$ cat config.mk
export PLATFORM = sky130hd
export DESIGN_NAME = stratego_turn_fsm
export DESIGN_NICKNAME = d
export VERILOG_FILES = /design/src/rtl/stratego_turn_fsm_pkg.sv /design/src/rtl/stratego_turn_fsm_combat_resolve.sv /design/src/rtl/stratego_turn_fsm.sv
export SDC_FILE = /design/constraint.sdc
export NUM_CORES = 1
export LEC_CHECK = 0
export BUFFER_PORTS_ARGS = -buffer_cell sky130_fd_sc_hd__clkbuf_2
export CAP_MARGIN = 40
export CORE_AREA = 8 8 75 77
export CTS_CLUSTER_DIAMETER = 60
export DETAILED_ROUTE_END_ITERATION = 8
export DIE_AREA = 0 0 83 85
export PLACE_DENSITY = 0.74
export SYNTH_ARGS = -nofsm -noshare
export SYNTH_HDL_FRONTEND = slang
export SYNTH_HIERARCHICAL = 1
export SYNTH_SLANG_ARGS = --single-unit
$ cat constraint.sdc
create_clock -name clk -period 2.25 [get_ports clk]
set_input_delay 0.225 -clock clk [delete_from_list [all_inputs] [get_ports clk]]
set_output_delay 0.225 -clock clk [all_outputs]
set_load 0.02 [all_outputs]
$ cat src/rtl/stratego_turn_fsm_pkg.sv
// Shared cell codes, move-command encodings and FSM state encodings for the
// Stratego turn controller.
package stratego_turn_fsm_pkg;

  // Rank field codes (low five bits of a board cell). An all-zero cell is
  // BLANK; an all-ones cell (of whatever cell width) is IMPASSABLE.
  localparam logic [4:0] RANK_BLANK  = 5'd0;
  localparam logic [4:0] RANK_F      = 5'd1;
  localparam logic [4:0] RANK_B      = 5'd2;
  localparam logic [4:0] RANK_S      = 5'd3;
  localparam logic [4:0] RANK_R2     = 5'd4;
  localparam logic [4:0] RANK_R3     = 5'd5;
  localparam logic [4:0] RANK_R9     = 5'd6;
  localparam logic [4:0] RANK_R10    = 5'd7;
  localparam logic [4:0] RANK_IMPASS = 5'h1F;

  typedef enum logic [1:0] {
    CMD_CAPTURE = 2'b00,
    CMD_DIE     = 2'b01,
    CMD_TRADE   = 2'b10
  } cmd_e;

  typedef enum logic [2:0] {
    ST_SETUP    = 3'd0,
    ST_SEL_SRC  = 3'd1,
    ST_RD_SRC   = 3'd2,
    ST_SEL_DST  = 3'd3,
    ST_RD_DST   = 3'd4,
    ST_ISSUE    = 3'd5,
    ST_WAIT_ACK = 3'd6,
    ST_OVER     = 3'd7
  } state_e;

endpackage

$ cat src/rtl/stratego_turn_fsm_combat_resolve.sv
// Combinational combat outcome: attacker rank against the defender cell.
module combat_resolve
  import stratego_turn_fsm_pkg::*;
#(
  parameter int TW = 1,
  localparam int CELL_W = TW + 5
) (
  input  logic [4:0]        att_rank,
  input  logic [CELL_W-1:0] def_cell,
  output logic [1:0]        cmd,
  output logic              flag_hit
);

  logic [4:0] def_rank;
  assign def_rank = def_cell[4:0];

  // Ordered rule chain; earlier rules take priority over later ones.
  always_comb begin
    cmd      = CMD_DIE;
    flag_hit = 1'b0;
    if (def_cell == '0) begin
      cmd = CMD_CAPTURE;
    end else if (att_rank == def_rank) begin
      cmd = CMD_TRADE;
    end else if (def_rank == RANK_B) begin
      cmd = (att_rank == RANK_R3) ? CMD_CAPTURE : CMD_DIE;
    end else if (def_rank == RANK_F) begin
      cmd      = CMD_CAPTURE;
      flag_hit = 1'b1;
    end else if ((att_rank == RANK_S) && (def_rank == RANK_R10)) begin
      cmd = CMD_CAPTURE;
    end else if (att_rank > def_rank) begin
      cmd = CMD_CAPTURE;
    end
  end

endmodule

$ cat src/rtl/stratego_turn_fsm.sv
// Turn sequencer: source/destination selection, board reads, combat command
// issue and handshake, per-turn timeout and game-over detection.
//
// state     | meaning
// ----------+--------------------------------------------------
// SETUP     | waiting for piece placement to finish
// SEL_SRC   | waiting for the player to confirm a source cell
// RD_SRC    | source cell read outstanding
// SEL_DST   | waiting for an adjacent destination (or cancel)
// RD_DST    | destination cell read outstanding
// ISSUE     | first cycle of the move command
// WAIT_ACK  | holding the move command until the updater accepts
// OVER      | flag captured; terminal until reset
module stratego_turn_fsm
  import stratego_turn_fsm_pkg::*;
#(
  parameter int COLS         = 8,
  parameter int ROWS         = 8,
  parameter int N_PLAYERS    = 2,
  parameter int TURN_TIMEOUT = 0,
  localparam int TW     = (N_PLAYERS > 2) ? $clog2(N_PLAYERS) : 1,
  localparam int XW     = $clog2(COLS),
  localparam int YW     = $clog2(ROWS),
  localparam int CELL_W = TW + 5,
  localparam int AW     = $clog2(COLS * ROWS)
) (
  input  logic              clk,
  input  logic              reset,
  input  logic              setup_done,
  input  logic              go,
  input  logic              back,
  input  logic [XW-1:0]     sel_x,
  input  logic [YW-1:0]     sel_y,
  output logic              rd_en,
  output logic [AW-1:0]     rd_addr,
  input  logic              rd_valid,
  input  logic [CELL_W-1:0] rd_data,
  output logic              cmd_valid,
  output logic [1:0]        cmd,
  output logic [XW-1:0]     src_x,
  output logic [YW-1:0]     src_y,
  output logic [XW-1:0]     dst_x,
  output logic [YW-1:0]     dst_y,
  input  logic              cmd_ack,
  output logic [TW-1:0]     turn_player,
  output logic [2:0]        phase,
  output logic              illegal,
  output logic              timeout,
  output logic              game_over
);

  localparam int CW = (TURN_TIMEOUT > 1) ? $clog2(TURN_TIMEOUT) : 1;
  localparam logic [CW-1:0] TO_LOAD = (TURN_TIMEOUT > 0) ? CW'(TURN_TIMEOUT - 1) : '0;
  localparam logic TO_EN = (TURN_TIMEOUT > 0);
  localparam logic [TW-1:0] LAST_PLAYER = TW'(N_PLAYERS - 1);

  state_e state, state_nxt;
  logic [CW-1:0] to_cnt;
  logic [4:0]    att_rank;
  logic          flag_hit;
  logic [1:0]    res_cmd;
  logic          res_flag;
  logic [AW-1:0] sel_addr;

  logic [TW-1:0] rd_team;
  logic [4:0]    rd_rank;
  logic rd_blank, rd_impass;
  logic counting, tmo_hit, cnt_load, turn_adv;
  logic src_go, src_ok, src_acc, src_rej;
  logic x_step, y_step, adj;
  logic dst_back, dst_go, dst_far, dst_bad, dst_acc, dst_rej, ack_done;

  assign rd_team   = rd_data[CELL_W-1 -: TW];
  assign rd_rank   = rd_data[4:0];
  assign rd_blank  = (rd_data == '0);
  assign rd_impass = (rd_data == '1);
  assign sel_addr  = AW'(sel_y) * AW'(COLS) + AW'(sel_x);

  // Timeout beats every other event in the counted states.
  assign counting = state inside {ST_SEL_SRC, ST_RD_SRC, ST_SEL_DST, ST_RD_DST};
  assign tmo_hit  = TO_EN && counting && (to_cnt == '0);

  assign src_go  = (state == ST_SEL_SRC) && go && !tmo_hit;
  assign src_ok  = !rd_blank && !rd_impass && (rd_team == turn_player) &&
                   (rd_rank != RANK_F) && (rd_rank != RANK_B);
  assign src_acc = (state == ST_RD_SRC) && rd_valid && !tmo_hit && src_ok;
  assign src_rej = (state == ST_RD_SRC) && rd_valid && !tmo_hit && !src_ok;

  // Widened by one bit so that a step across the coordinate wrap is not adjacent.
  assign x_step = ({1'b0, sel_x} == {1'b0, src_x} + (XW+1)'(1)) ||
                  ({1'b0, src_x} == {1'b0, sel_x} + (XW+1)'(1));
  assign y_step = ({1'b0, sel_y} == {1'b0, src_y} + (YW+1)'(1)) ||
                  ({1'b0, src_y} == {1'b0, sel_y} + (YW+1)'(1));
  assign adj    = (x_step && (sel_y == src_y)) || (y_step && (sel_x == src_x));

  assign dst_back = (state == ST_SEL_DST) && back && !tmo_hit;
  assign dst_go   = (state == ST_SEL_DST) && go && !back && !tmo_hit && adj;
  assign dst_far  = (state == ST_SEL_DST) && go && !back && !tmo_hit && !adj;
  assign dst_bad  = rd_impass || (!rd_blank && (rd_team == turn_player));
  assign dst_acc  = (state == ST_RD_DST) && rd_valid && !tmo_hit && !dst_bad;
  assign dst_rej  = (state == ST_RD_DST) && rd_valid && !tmo_hit && dst_bad;
  assign ack_done = (state == ST_WAIT_ACK) && cmd_ack;

  assign turn_adv = tmo_hit || (ack_done && !flag_hit);
  assign cnt_load = (state_nxt == ST_SEL_SRC) && ((state != ST_SEL_SRC) || tmo_hit);

  combat_resolve #(.TW(TW)) u_combat (
    .att_rank (att_rank),
    .def_cell (rd_data),
    .cmd      (res_cmd),
    .flag_hit (res_flag)
  );

  // State register.
  always_ff @(posedge clk or posedge reset) begin
    if (reset) state <= ST_SETUP;
    else       state <= state_nxt;
  end

  // Next-state decode.
  always_comb begin
    state_nxt = state;
    case (state)
      ST_SETUP:    if (setup_done) state_nxt = ST_SEL_SRC;
      ST_SEL_SRC:  if (src_go) state_nxt = ST_RD_SRC;
      ST_RD_SRC: begin
        if (src_acc)      state_nxt = ST_SEL_DST;
        else if (src_rej) state_nxt = ST_SEL_SRC;
      end
      ST_SEL_DST: begin
        if (dst_back)    state_nxt = ST_SEL_SRC;
        else if (dst_go) state_nxt = ST_RD_DST;
      end
      ST_RD_DST: begin
        if (dst_acc)      state_nxt = ST_ISSUE;
        else if (dst_rej) state_nxt = ST_SEL_DST;
      end
      ST_ISSUE:    state_nxt = ST_WAIT_ACK;
      ST_WAIT_ACK: if (ack_done) state_nxt = flag_hit ? ST_OVER : ST_SEL_SRC;
      ST_OVER:     state_nxt = ST_OVER;
      default:     state_nxt = ST_SETUP;
    endcase
    if (tmo_hit) state_nxt = ST_SEL_SRC;
  end

  // State-decoded outputs.
  always_comb begin
    phase     = state;
    cmd_valid = (state == ST_ISSUE) || (state == ST_WAIT_ACK);
    game_over = (state == ST_OVER);
  end

  // Selection, read request, command and turn registers.
  always_ff @(posedge clk or posedge reset) begin
    if (reset) begin
      rd_en       <= 1'b0;
      rd_addr     <= '0;
      illegal     <= 1'b0;
      timeout     <= 1'b0;
      src_x       <= '0;
      src_y       <= '0;
      dst_x       <= '0;
      dst_y       <= '0;
      att_rank    <= '0;
      cmd         <= CMD_CAPTURE;
      flag_hit    <= 1'b0;
      turn_player <= '0;
    end else begin
      rd_en   <= src_go || dst_go;
      illegal <= src_rej || dst_far || dst_rej;
      timeout <= tmo_hit;
      if (src_go) begin
        src_x   <= sel_x;
        src_y   <= sel_y;
        rd_addr <= sel_addr;
      end
      if (dst_go) begin
        dst_x   <= sel_x;
        dst_y   <= sel_y;
        rd_addr <= sel_addr;
      end
      if (src_acc) att_rank <= rd_rank;
      if (dst_acc) begin
        cmd      <= res_cmd;
        flag_hit <= res_flag;
      end
      if (turn_adv) turn_player <= (turn_player == LAST_PLAYER) ? '0 : turn_player + 1'b1;
    end
  end

  // Per-turn down-counter; reloaded whenever SEL_SRC is (re)entered.
  always_ff @(posedge clk or posedge reset) begin
    if (reset)                          to_cnt <= '0;
    else if (cnt_load)                  to_cnt <= TO_LOAD;
    else if (counting && to_cnt != '0)  to_cnt <= to_cnt - 1'b1;
  end

endmodule

# --- Word level (Yosys, flattened, before mapping) ---
# Cells that the tools add are included.
classes:
  addsub: 6
  n_lt_le_gt_ge: 1
  eq_ne: 29
  mux: 25
  n_reduce_logical: 41
ops:
  columns: ["cell", "n"]
  rows:
  - ["two-way mux 3 bit", 10]
  - ["one-hot mux 3 bit (8 select lines)", 1]
  - ["logical AND 1 bit", 22]
  - ["adder 3 x 1 -> 4 bit (second input constant)", 4]
  - ["== test 3 x 4 -> 1 bit", 4]
  - ["== test 3 bit (second input constant)", 4]
  - ["two-way mux 6 bit", 2]
  - ["== test 5 x 2 -> 1 bit (second input constant)", 2]
  - ["== test 5 x 3 -> 1 bit (second input constant)", 2]
  - ["two-way mux 2 bit", 5]
  - ["!= test 3 bit (second input constant)", 3]
  - ["logical OR 1 bit", 8]
  - ["logical NOT 1 bit", 7]
  - ["two-way mux 1 bit", 7]
  - ["adder 6 x 3 -> 6 bit", 1]
  - ["== test 3 x 2 -> 1 bit (second input constant)", 2]
  - ["== test 3 bit", 2]
  - ["== test 6 bit (second input constant)", 1]
  - ["logical NOT 6 bit", 1]
  - ["!= test 2 bit (second input constant)", 3]
  - ["AND reduction 6 bit", 1]
  - ["== test 5 x 1 -> 1 bit (second input constant)", 1]
  - ["== test 5 bit", 1]
  - ["> comparator 5 bit", 1]
  - ["7 further kinds", 7]
word_totals:
  register_bits: 32
  input_bits: 19
  out_inout_bits: 29
  wordCells: 114

# --- Longest topological paths before layout ---
# Gate-level depths: netlist of the first run.
logic_depth:
  depth_word: 11
  ltp_mapped: 8
  mapped_depth_nobuf: 7

# --- By module ---
# The synthesis of the first run kept the hierarchy.
modules_own_cells:
  columns: ["module", "n_inst", "cells_per_inst", "area_per_inst_um2", "seq_area_each_um2"]
  rows:
  - ["stratego_turn_fsm", 1, 168, 1866.8, 800.8]
  - ["combat_resolve", 1, 32, 222.7, 0.0]

# --- Least setup slack after synthesis of the first run ---
# No wires, ideal clock.
synth_timing:
  kind: "reg2reg"
  start: "register src_y[1]"
  end: "register rd_addr[0]"
  setup_ps: 125
  t_arrival_ps: 2470
  required_time_ps: 2125
  slack_ps: -345
  path_stages_with_launch: 9
  path_buffers: 1
  period_less_slack_ps: 2595
  path_cell_list: "dfrtp_1 -> ha_1 -> xnor2_1 -> and4_1 -> or4_4 -> a22oi_4 -> nand2b_2 -> buf_6 -> mux2_4"
synth_between:
  elab_chain_cells: 7
  word_cells_on_any_way: 11
  classes_between: "add/sub: 1; eq/ne: 3; mux: 1; reduce/logical: 6"
synth_lines:
  columns: ["item", "line_no", "source"]
  rows:
  - ["start: declaration", "stratego_turn_fsm.sv:41", "output logic [YW-1:0] src_y,"]
  - ["start signal: assignment", "stratego_turn_fsm.sv:174", "src_y <= sel_y;"]
  - ["adder 3 x 1 -> 4 bit", "stratego_turn_fsm.sv:92", "assign y_step = ({1'b0, sel_y} == {1'b0, src_y} + (YW+1)'(1)) ||"]
  - ["== test 3 x 4 -> 1 bit", "stratego_turn_fsm.sv:92", null]
  - ["logical OR 1 bit", "stratego_turn_fsm.sv:92", null]
  - ["logical AND 1 bit", "stratego_turn_fsm.sv:94", "assign adj = (x_step && (sel_y == src_y)) || (y_step && (sel_x == src_x));"]
  - ["logical OR 1 bit (*)", "stratego_turn_fsm.sv:94", null]
  - ["logical AND 1 bit (*)", "stratego_turn_fsm.sv:97", "assign dst_go = (state == ST_SEL_DST) && go && !back && !tmo_hit && adj;"]
  - ["two-way mux 6 bit / nonzero test 2 bit (equally long branches)", null, null]
  - ["end signal: assignment", "stratego_turn_fsm.sv:175", "rd_addr <= sel_addr;"]
  - ["end signal: assignment", "stratego_turn_fsm.sv:180", "rd_addr <= sel_addr;"]
  - ["end: declaration", "stratego_turn_fsm.sv:35", "output logic [AW-1:0] rd_addr,"]
# Mark *: on every way between the ends. The rest lies on a longest branch, timed or not.
# A chain may end at the register's enable or synchronous reset.

# --- Worst setup path in the final report of the first run ---
layout_timing:
  start: "register src_y[1]"
  end: "register rd_addr[1]"
# Same word-level chain as after synthesis.

==> impl_metrics.json, run 1 <==
{
  "rsz0062_at_grt": "yes",
  "vias": 1753,
  "cp_max_fo": 7,
  "layout.area.seq_um2": 803,
  "fin_crit_sh_pct": 103,
  "fin_ws_ns": -0.0729,
  "whs_ns": 0.238,
  "synth_edf_count": 0,
  "dp.cells": 308,
  "wl_met3_um": 251,
  "synth_top_family_by_area": "simple AND/OR/NAND/NOR gates",
  "drv_cap": 0,
  "post-cts-setup-buffers": 0,
  "wl_met2_um": 2460,
  "grt_pass1_vias": 1826,
  "cts_tree": "yes",
  "status": "complete, but fails checks",
  "fin_nets": 290,
  "required_ns": 2.42,
  "drc": 0,
  "ios": 48,
  "fillers": 392,
  "grtUsageTotal_pct": 14.1,
  "yosys.area_share.simple_pct": 20.6,
  "hold_path_class": "in -> reg",
  "synth_ff_type": "dfrtp_1",
  "rrSetupSlack_ns": -0.07,
  "path_clk_slew_ns": 0.07,
  "overflow": 0,
  "fin_skew_ns": 0.00306,
  "seq_area_frac_synth_pct": 38.3,
  "setup_tns_ns": -0.781,
  "ant_nets": 0,
  "p_leak_uw": 0.00129,
  "fin_crit_ns": 2.32,
  "yosys_warnings": 6,
  "grt_max_degree": 21,
  "vias_per_cell": 5.53,
  "chipHeight_um": 85,
  "clk_latency_ns": 0.28,
  "path_cells": "ha_4, xnor2_2, nor4bb_1, or4_4, a22oi_4, nand2b_4, mux2_4",
  "yosys_register_bits": 32,
  "dp_hpwl_um": 3860,
  "wirelength_met1_um": 2140,
  "syn-num-nets": 228,
  "crit_type": "reg -> reg",
  "post-place-ws_ns": -0.153,
  "powerDensity_nw_per_um2": 1260,
  "io_buffer_count": 46,
  "core_um2": 4540,
  "violations": "negative setup slack",
  "ctsRootBufferMaster": "clkbuf_8",
  "synthAdderAreaFrac_pct": 5.39,
  "crit_path_start_kind": "register",
  "grt_pass1_wl_um": 8370,
  "top_layer": "met4",
  "antenna_cells": 0,
  "layout_common_cells": "clkbuf_2 (46), dfrtp_1 (30), mux2_2 (15)",
  "antenna_found_initial": 0,
  "setup_violations": 13,
  "cts_buffers": 5,
  "muxShareOfSynthArea_pct": 16.1,
  "async_flop_share_pct": 100,
  "stdcell_count": 317,
  "end_kind": "register",
  "slowest_delay_ns": 0.55,
  "wire_per_inst_um": 15.5,
  "globalplace.congestion": 0.825,
  "multi_input_area_um2": 1270,
  "drt_iter0_markers": 63,
  "initial_utilization_pct": 46.1,
  "drive_above_1_share_pct": 40.3,
  "fp-row-count": 25,
  "synth_xor_area_share_pct": 5.87,
  "clockBufferDepth": 2,
  "first_pass_iters": 4,
  "finalHoldViolations": 0,
  "die_area_um2": 7060,
  "final_max_slew_viol_count": 0,
  "worstPathArrival_ns": 2.49,
  "clock_sinks": 32,
  "synth_area_um2": 2090,
  "yosysUniqueCellTypes": 46,
  "vdd_drop_max_v": 0.000741,
  "syn_to_final_growth_pct": 26.2,
  "fmax_ghz": 0.430,
  "avgSynthCellArea_um2": 10.4,
  "final_common_cell": "clkbuf_2",
  "wirelength_um": 4920,
  "synth_compound_area_share_pct": 10.3,
  "die_w_um": 83,
  "htree_levels": 2,
  "syn-instance-count": 200,
  "cp_slowest_cell": "or4_4"
}
[cells by family after synthesis]
family	Yosys count
AOI/OAI and AO/OA	29
xor gates and xnor gates	14
adders and majority gates	9
buffers and inverters	15
DFF	32
muxes	28
other	1
and+or+nand+nor	72
[synthesized netlist by cell type, types with 5 or more instances]
library cell,instances,area [um2]
nand2b_1,6,37.5
mux2_2,21,236
ha_1,9,113
nor2b_1,5,31.3
mux2_4,6,90.1
xor2_1,6,52.6
nand2_1,8,30.0
nor2_1,11,41.3
clkbuf_1,5,18.8
xnor2_1,8,70.1
inv_1,8,30.0
nand3_1,12,60.1
a21oi_1,11,55.1
dfrtp_1,32,801
[sequential cells by signal, summed over array words and instances (netlist names)]
register	cells
flag_hit	1
rd_en	1
illegal	1
src_x	3
dst_y	3
att_rank	5
phase	3
turn_player	1
rd_addr	6
dst_x	3
src_y	3
cmd	2
[power by group]
part	switching [uW]	leakage (uW)	internal [uW]
Clock	207	0.0000455	249
Sequential	175	0.000398	813
Combinational	995	0.000851	897
Total	1380	0.00129	1960
[cell type report]
cell class	count	share of cell area [%]
timing repair buffer	62	14.1
multi-input combinational	153	48.3
tap	54	2.56
inverter	8	1.14
clock buffer	8	3.42
sequential	32	30.5
[metrics by stage]
stage	power, uW	utilization, %	instance area [um2]
floorplan	2290	-	2110
global placement	2780	54.6	2470
detailed placement	2850	54.9	2490
finish	3330	58.1	2640
CTS	3330	57.4	2600
global route	3580	58.1	2640
[worst paths after layout]
path | from | endpoint | depth (start not counted)
hold / removal | sel_y[2] | src_y[2] | 2
max in group asynchronous | reset | cmd[0] | 5
hold reg to reg | turn_player | turn_player | 1
setup / recovery | src_y[1] | rd_addr[1] | 7
setup reg to reg | src_y[1] | rd_addr[1] | 7
min in group asynchronous | reset | rd_addr[5] | 3
[worst max-delay path: cells and delay by family, from the launching register on]
family	cells	cell delay (ns)
AO/OA/AOI/OAI	1	0.26
XOR/XNOR	1	0.13
adder cells (fa/ha/maj)	1	0.25
flip-flops	1	0.43
multiplexers	1	0.32
AND/OR/NAND/NOR	3	0.83
[layer usage]
metal,vias up,GRT usage (%)
met1,839,15.9
met3,9,4.98
met5,-,0
met4,0,4.31
li1,864,-
met2,41,24.3
[what timing repair did]
action,in CTS,in global routing
hold buffers,1,0
setup endpoints to repair,13,14
cloned,0,0
pin swaps,1,1
endpoints found under the hold margin,8,0
gates resized for setup,4,8
Note: power is estimated with default switching activity, not from simulation.
==> inputs of run 2 (changes only) <==
==> constraint.sdc (replaced) <==
create_clock -name clk -period 2.25 [get_ports clk]
set_input_delay 0.1125 -clock clk [delete_from_list [all_inputs] [get_ports clk]]
set_output_delay 0.1125 -clock clk [all_outputs]
set_load 0.02 [all_outputs]
==> impl_metrics.json, run 2 (same netlist as run 1, synthesis figures left out) <==
{
  "status": "complete, but fails checks",
  "violations": "negative setup slack",
  "htree_levels": 2,
  "p_leak_uw": 0.00127,
  "reg2reg_depth": 7,
  "crit_type": "reg -> reg",
  "rrSetupSlack_ns": -0.07,
  "globalplace.congestion": 0.859,
  "syn_to_final_growth_pct": 24.4,
  "drc": 0,
  "fin_crit_ns": 2.32,
  "clockBufferDepth": 2,
  "grt_pass1_wl_um": 8250,
  "largest_register_ffs": 6,
  "vias": 1731,
  "fin_skew_ns": 0.00500,
  "antenna_found_initial": 0,
  "die_w_um": 83,
  "antenna_cells": 0,
  "chipHeight_um": 85,
  "fin_nets": 288,
  "final_max_slew_viol_count": 0,
  "whs_ns": 0.167,
  "grt_max_degree": 21,
  "overflow": 0,
  "cp_max_fo": 4,
  "wirelength_um": 4820,
  "grtUsageTotal_pct": 13.8,
  "pwr-share-comb_pct": 54.8,
  "post-cts-setup-buffers": 0,
  "crit_path_start_kind": "register",
  "wire_per_inst_um": 15.3,
  "end_kind": "register",
  "path_delay_family": "simple AND/OR/NAND/NOR gates",
  "regMostFlops": "rd_addr",
  "fmax_ghz": 0.431,
  "clock_sinks": 32,
  "cts_buffers": 5,
  "path_cells": "ha_4, xnor2_2, nor4bb_1, or4_4, a22oi_4, buf_6, mux2_2",
  "slowest_delay_ns": 0.55,
  "ctsRootBufferMaster": "clkbuf_8",
  "drt_iter0_markers": 110,
  "layout_common_cells": "clkbuf_2 (46), dfrtp_1 (30), mux2_2 (21)",
  "hold_path_class": "in -> reg",
  "cts_tree": "yes",
  "setup_violations": 13,
  "required_ns": 2.41,
  "ios": 48,
  "fin_crit_sh_pct": 103,
  "fp-row-count": 25,
  "final_common_cell": "clkbuf_2",
  "fin_util_pct": 57.3,
  "cp_slowest_cell": "or4_4",
  "r2r_start": "src_y[1]",
  "first_pass_iters": 4,
  "critPathLaunch": "src_y[1]",
  "drive_above_1_share_pct": 39.5,
  "initial_utilization_pct": 46.1,
  "power.switching_uw": 1360,
  "swShare_pct": 40.3,
  "dp_hpwl_um": 3690,
  "largestRegisters": "rd_addr: 6 flops, att_rank: 5 flops",
  "worstPathArrival_ns": 2.49,
  "clk_latency_ns": 0.28,
  "die_area_um2": 7060,
  "setup_tns_ns": -0.804,
  "vdd_drop_max_v": 0.000859,
  "crit_cells": 7,
  "vias_per_cell": 5.50,
  "critPathCapture": "dst_y[2]",
  "reg2reg_to": "dst_y[2]",
  "ant_nets": 0,
  "p_clk_share_pct": 15.9,
  "powerDensity_nw_per_um2": 1300,
  "path_clk_slew_ns": 0.06,
  "cp_num_buf_inv": 1,
  "post-place-ws_ns": -0.0957,
  "finalHoldViolations": 0,
  "rsz0062_at_grt": "yes",
  "tightest_slew_ns": 0.554,
  "fin_area_um2": 2600,
  "core_um2": 4540,
  "fin_ws_ns": -0.0722,
  "postPlaceCellArea_um2": 2470,
  "p_int_uw": 2010,
  "drv_cap": 0,
  "p_seq_share_pct": 29.3,
  "grt_pass1_vias": 1766,
  "max_slew_margin_pct": 63.0,
  "io_buffer_count": 46
}
run 2: cell count changes in the layout (fill, tap and decap cells not counted):
cell / delta
mux2_4: -6
nand2_1: +2
clkbuf_8: -1
bufinv_16: +1
buf_8: -1
clkinv_2: +1
clkbuf_1: -1
mux2_2: +6
nand2_2: -2
buf_6: -1
run 2: cell type report:
| cell class | count | area [um2] |
|---|---|---|
| fill | 403 | 1940 |
| multi-input combinational | 153 | 1250 |
| sequential | 32 | 803 |
| timing repair buffer | 60 | 345 |
| clock buffer | 6 | 72.6 |
| tap | 54 | 67.6 |
| clock inverter | 2 | 35.0 |
| inverter | 8 | 30.0 |
run 2: timing repair:
item | 4_1_cts | 5_1_grt
hold buffers | 1 | 0
setup endpoints to repair | 13 | 14
pin swaps | 1 | 1
hold endpoints to repair | 13 | 0
resized for setup | 3 | 0
run 2: worst min-delay path by stage:
stage,start,endpoint,depth (start not counted)
2_1_floorplan,reset,att_rank[0],1
3_3_place_gp,reset,rd_addr[2],2
3_5_place_dp,reset,rd_addr[0],2
4_1_cts,sel_x[2],rd_addr[2],2
5_1_grt,sel_x[2],rd_addr[2],2
6_report,sel_x[2],rd_addr[2],2
run 2: power groups by stage:
stage                     Sequential, uW  Clock [uW]  Combinational [uW]
after floorplan                     1230           0                1060
after global routing                1020         577                2010
after detailed placement             993           0                1830
after CTS                            989         553                1860
final                                987         536                1850
after global placement               986           0                1790
run 2: per-stage QoR:
stage / total power [uW] / cells
after CTS: 3410 / 315
after global placement: 2780 / 306
after floorplan: 2290 / 200
final: 3370 / 315
after detailed placement: 2820 / 306
after global routing: 3610 / 315
run 2: routing by layer:
metal	share of wire (%)	track usage, %	wire, um
met1	43	15.7	2090
met5	0	0	0
met3	5.1	4.31	245
met2	50	23.8	2420
met4	1.2	4.63	59
==> inputs of run 3 (changes only) <==
--- a/config.mk
+++ b/config.mk
@@ -11,7 +11,8 @@
 export CTS_CLUSTER_DIAMETER = 60
 export DETAILED_ROUTE_END_ITERATION = 8
 export DIE_AREA = 0 0 83 85
-export PLACE_DENSITY = 0.74
+export GPL_TIMING_DRIVEN = 0
+export PLACE_DENSITY = 0.71
 export SYNTH_ARGS = -nofsm -noshare
 export SYNTH_HDL_FRONTEND = slang
 export SYNTH_HIERARCHICAL = 1
==> constraint.sdc (replaced) <==
create_clock -name clk -period 2.8 [get_ports clk]
set_input_delay 0.14 -clock clk [delete_from_list [all_inputs] [get_ports clk]]
set_output_delay 0.14 -clock clk [all_outputs]
set_load 0.02 [all_outputs]
==> impl_metrics.json, run 3 (same netlist as run 1, synthesis figures left out) <==
{
  "drive_above_1_share_pct": 36.2,
  "chipHeight_um": 85,
  "ios": 48,
  "htree_levels": 2,
  "core_um2": 4540,
  "status": "finished clean",
  "setup_violations": 0,
  "layout_common_cells": "clkbuf_2 (46), dfrtp_1 (32), mux2_2 (21)",
  "required_ns": 2.97,
  "min_from": "sel_y[2]",
  "multi_input_area_um2": 1220,
  "vias": 1700,
  "ctsRootBufferMaster": "clkbuf_8",
  "crit_path_start_kind": "register",
  "powerDensity_nw_per_um2": 1030,
  "hold_depth": 2,
  "fin_skew_ns": 0.0120,
  "dp_hpwl_um": 3460,
  "p_seq_share_pct": 30.5,
  "setup_tns_ns": 0,
  "p_clk_share_pct": 18.5,
  "wirelength_met1_um": 2140,
  "rrSetupSlack_ns": 0.24,
  "ant_nets": 0,
  "fillers": 406,
  "antenna_cells": 0,
  "rsz0062_at_grt": "no",
  "wirelength_um": 4630,
  "whs_ns": 0.169,
  "globalplace.congestion": 0.830,
  "layout.area.seq_um2": 801,
  "cts_resized": 0,
  "overflow": 0,
  "antenna_found_initial": 0,
  "largestRegisters": "rd_addr: 6 flops, att_rank: 5 flops",
  "end_kind": "register",
  "clock_sinks": 32,
  "die_area_um2": 7060,
  "drc": 0,
  "syn_to_final_growth_pct": 23.4,
  "wl_met3_um": 209,
  "p_int_uw": 1590,
  "max_slew_margin_pct": 63.3,
  "fin_crit_sh_pct": 91.3,
  "swShare_pct": 40.3,
  "largest_register_ffs": 6,
  "io_buffer_count": 46,
  "hold_path_class": "in -> reg",
  "fin_crit_ns": 2.56,
  "initial_utilization_pct": 46.1,
  "fin_nets": 287,
  "regMostFlops": "rd_addr",
  "r2r_start": "src_y[1]",
  "pwr-share-comb_pct": 51.0,
  "cp_max_fo": 7,
  "tightest_slew_ns": 0.550,
  "clk_latency_ns": 0.29,
  "finalHoldViolations": 0,
  "power.switching_uw": 1070,
  "path_clk_slew_ns": 0.08,
  "worstPathArrival_ns": 2.72,
  "grtUsageTotal_pct": 13.5,
  "top_layer": "met4",
  "cts_tree": "yes",
  "vdd_drop_max_v": 0.000477,
  "clockBufferDepth": 2,
  "p_leak_uw": 0.00125,
  "wire_per_inst_um": 14.7,
  "fmax_ghz": 0.391,
  "crit_type": "reg -> reg",
  "reg2reg_depth": 8,
  "grt_max_degree": 22,
  "vias_per_cell": 5.41,
  "drt_iter0_markers": 109,
  "drv_cap": 0,
  "holdPathEnd": "rd_addr[5]",
  "wl_met2_um": 2240,
  "final_max_slew_viol_count": 0,
  "first_pass_iters": 4,
  "reg2reg_to": "rd_addr[2]",
  "cts_buffers": 5,
  "final_common_cell": "clkbuf_2",
  "fp-row-count": 25,
  "die_w_um": 83,
  "grt_pass1_vias": 1796,
  "grt_pass1_wl_um": 8150
}
[run 3: final cells by class]
cell class,count,area share (%)
buffer,7,1.46
clock inverter,1,1.16
tap,54,2.62
clock buffer,7,3.74
sequential,32,31.1
timing repair buffer,52,11.5
multi-input combinational,153,47.4
inverter,8,1.16
[run 3: critical path, stage by stage (launching register included)]
cell      delay, ns
dfrtp_1        0.46
ha_1           0.31
xnor2_1        0.13
and4_1         0.20
or4_4          0.55
a22oi_4        0.26
nand2b_2       0.08
buf_6          0.15
mux2_4         0.29
[run 3: power groups by stage]
stage / combinational [uW] / clock, uW / sequential [uW]
floorplan: 841 / 0 / 979
global placement: 1340 / 0 / 817
detailed placement: 1370 / 0 / 824
CTS: 1370 / 503 / 817
global route: 1500 / 522 / 846
finish: 1360 / 492 / 814
[run 3: per-stage QoR]
stage	instances	util, %	worst slack (ns)	power, uW	area [um2]
after floorplan	200	-	0.205	1820	2090
after global placement	300	52.6	0.116	2150	2390
after detailed placement	302	53.4	0.0859	2190	2420
after CTS	311	56.4	0.0692	2690	2560
after global routing	314	56.9	0.174	2870	2580
final	314	56.9	0.245	2670	2580
[run 3: how the worst max path moves through the flow]
| stage | from | to | cells after the start |
|---|---|---|---|
| 6_report | src_y[1] | rd_addr[2] | 8 |
| 5_1_grt | src_y[1] | rd_addr[0] | 8 |
| 4_1_cts | src_y[1] | rd_addr[2] | 8 |
| 3_5_place_dp | src_y[1] | rd_addr[4] | 8 |
| 3_3_place_gp | src_y[1] | rd_addr[2] | 8 |
| 2_1_floorplan | src_y[1] | rd_addr[0] | 8 |
[run 3: layer usage]
metal  vias to the layer above  global-route usage (%)
met5                         -                       0
met4                         0                    4.31
met3                         5                    4.02
met2                        34                    22.5
met1                       808                    16.3
li1                        853                       -
[run 3: what timing repair did]
action | CTS | global route
hold buffers | 1 | 0
endpoints found under the setup margin | 0 | 5
endpoints found under the hold margin | 11 | 0
buffers inserted | 0 | 3
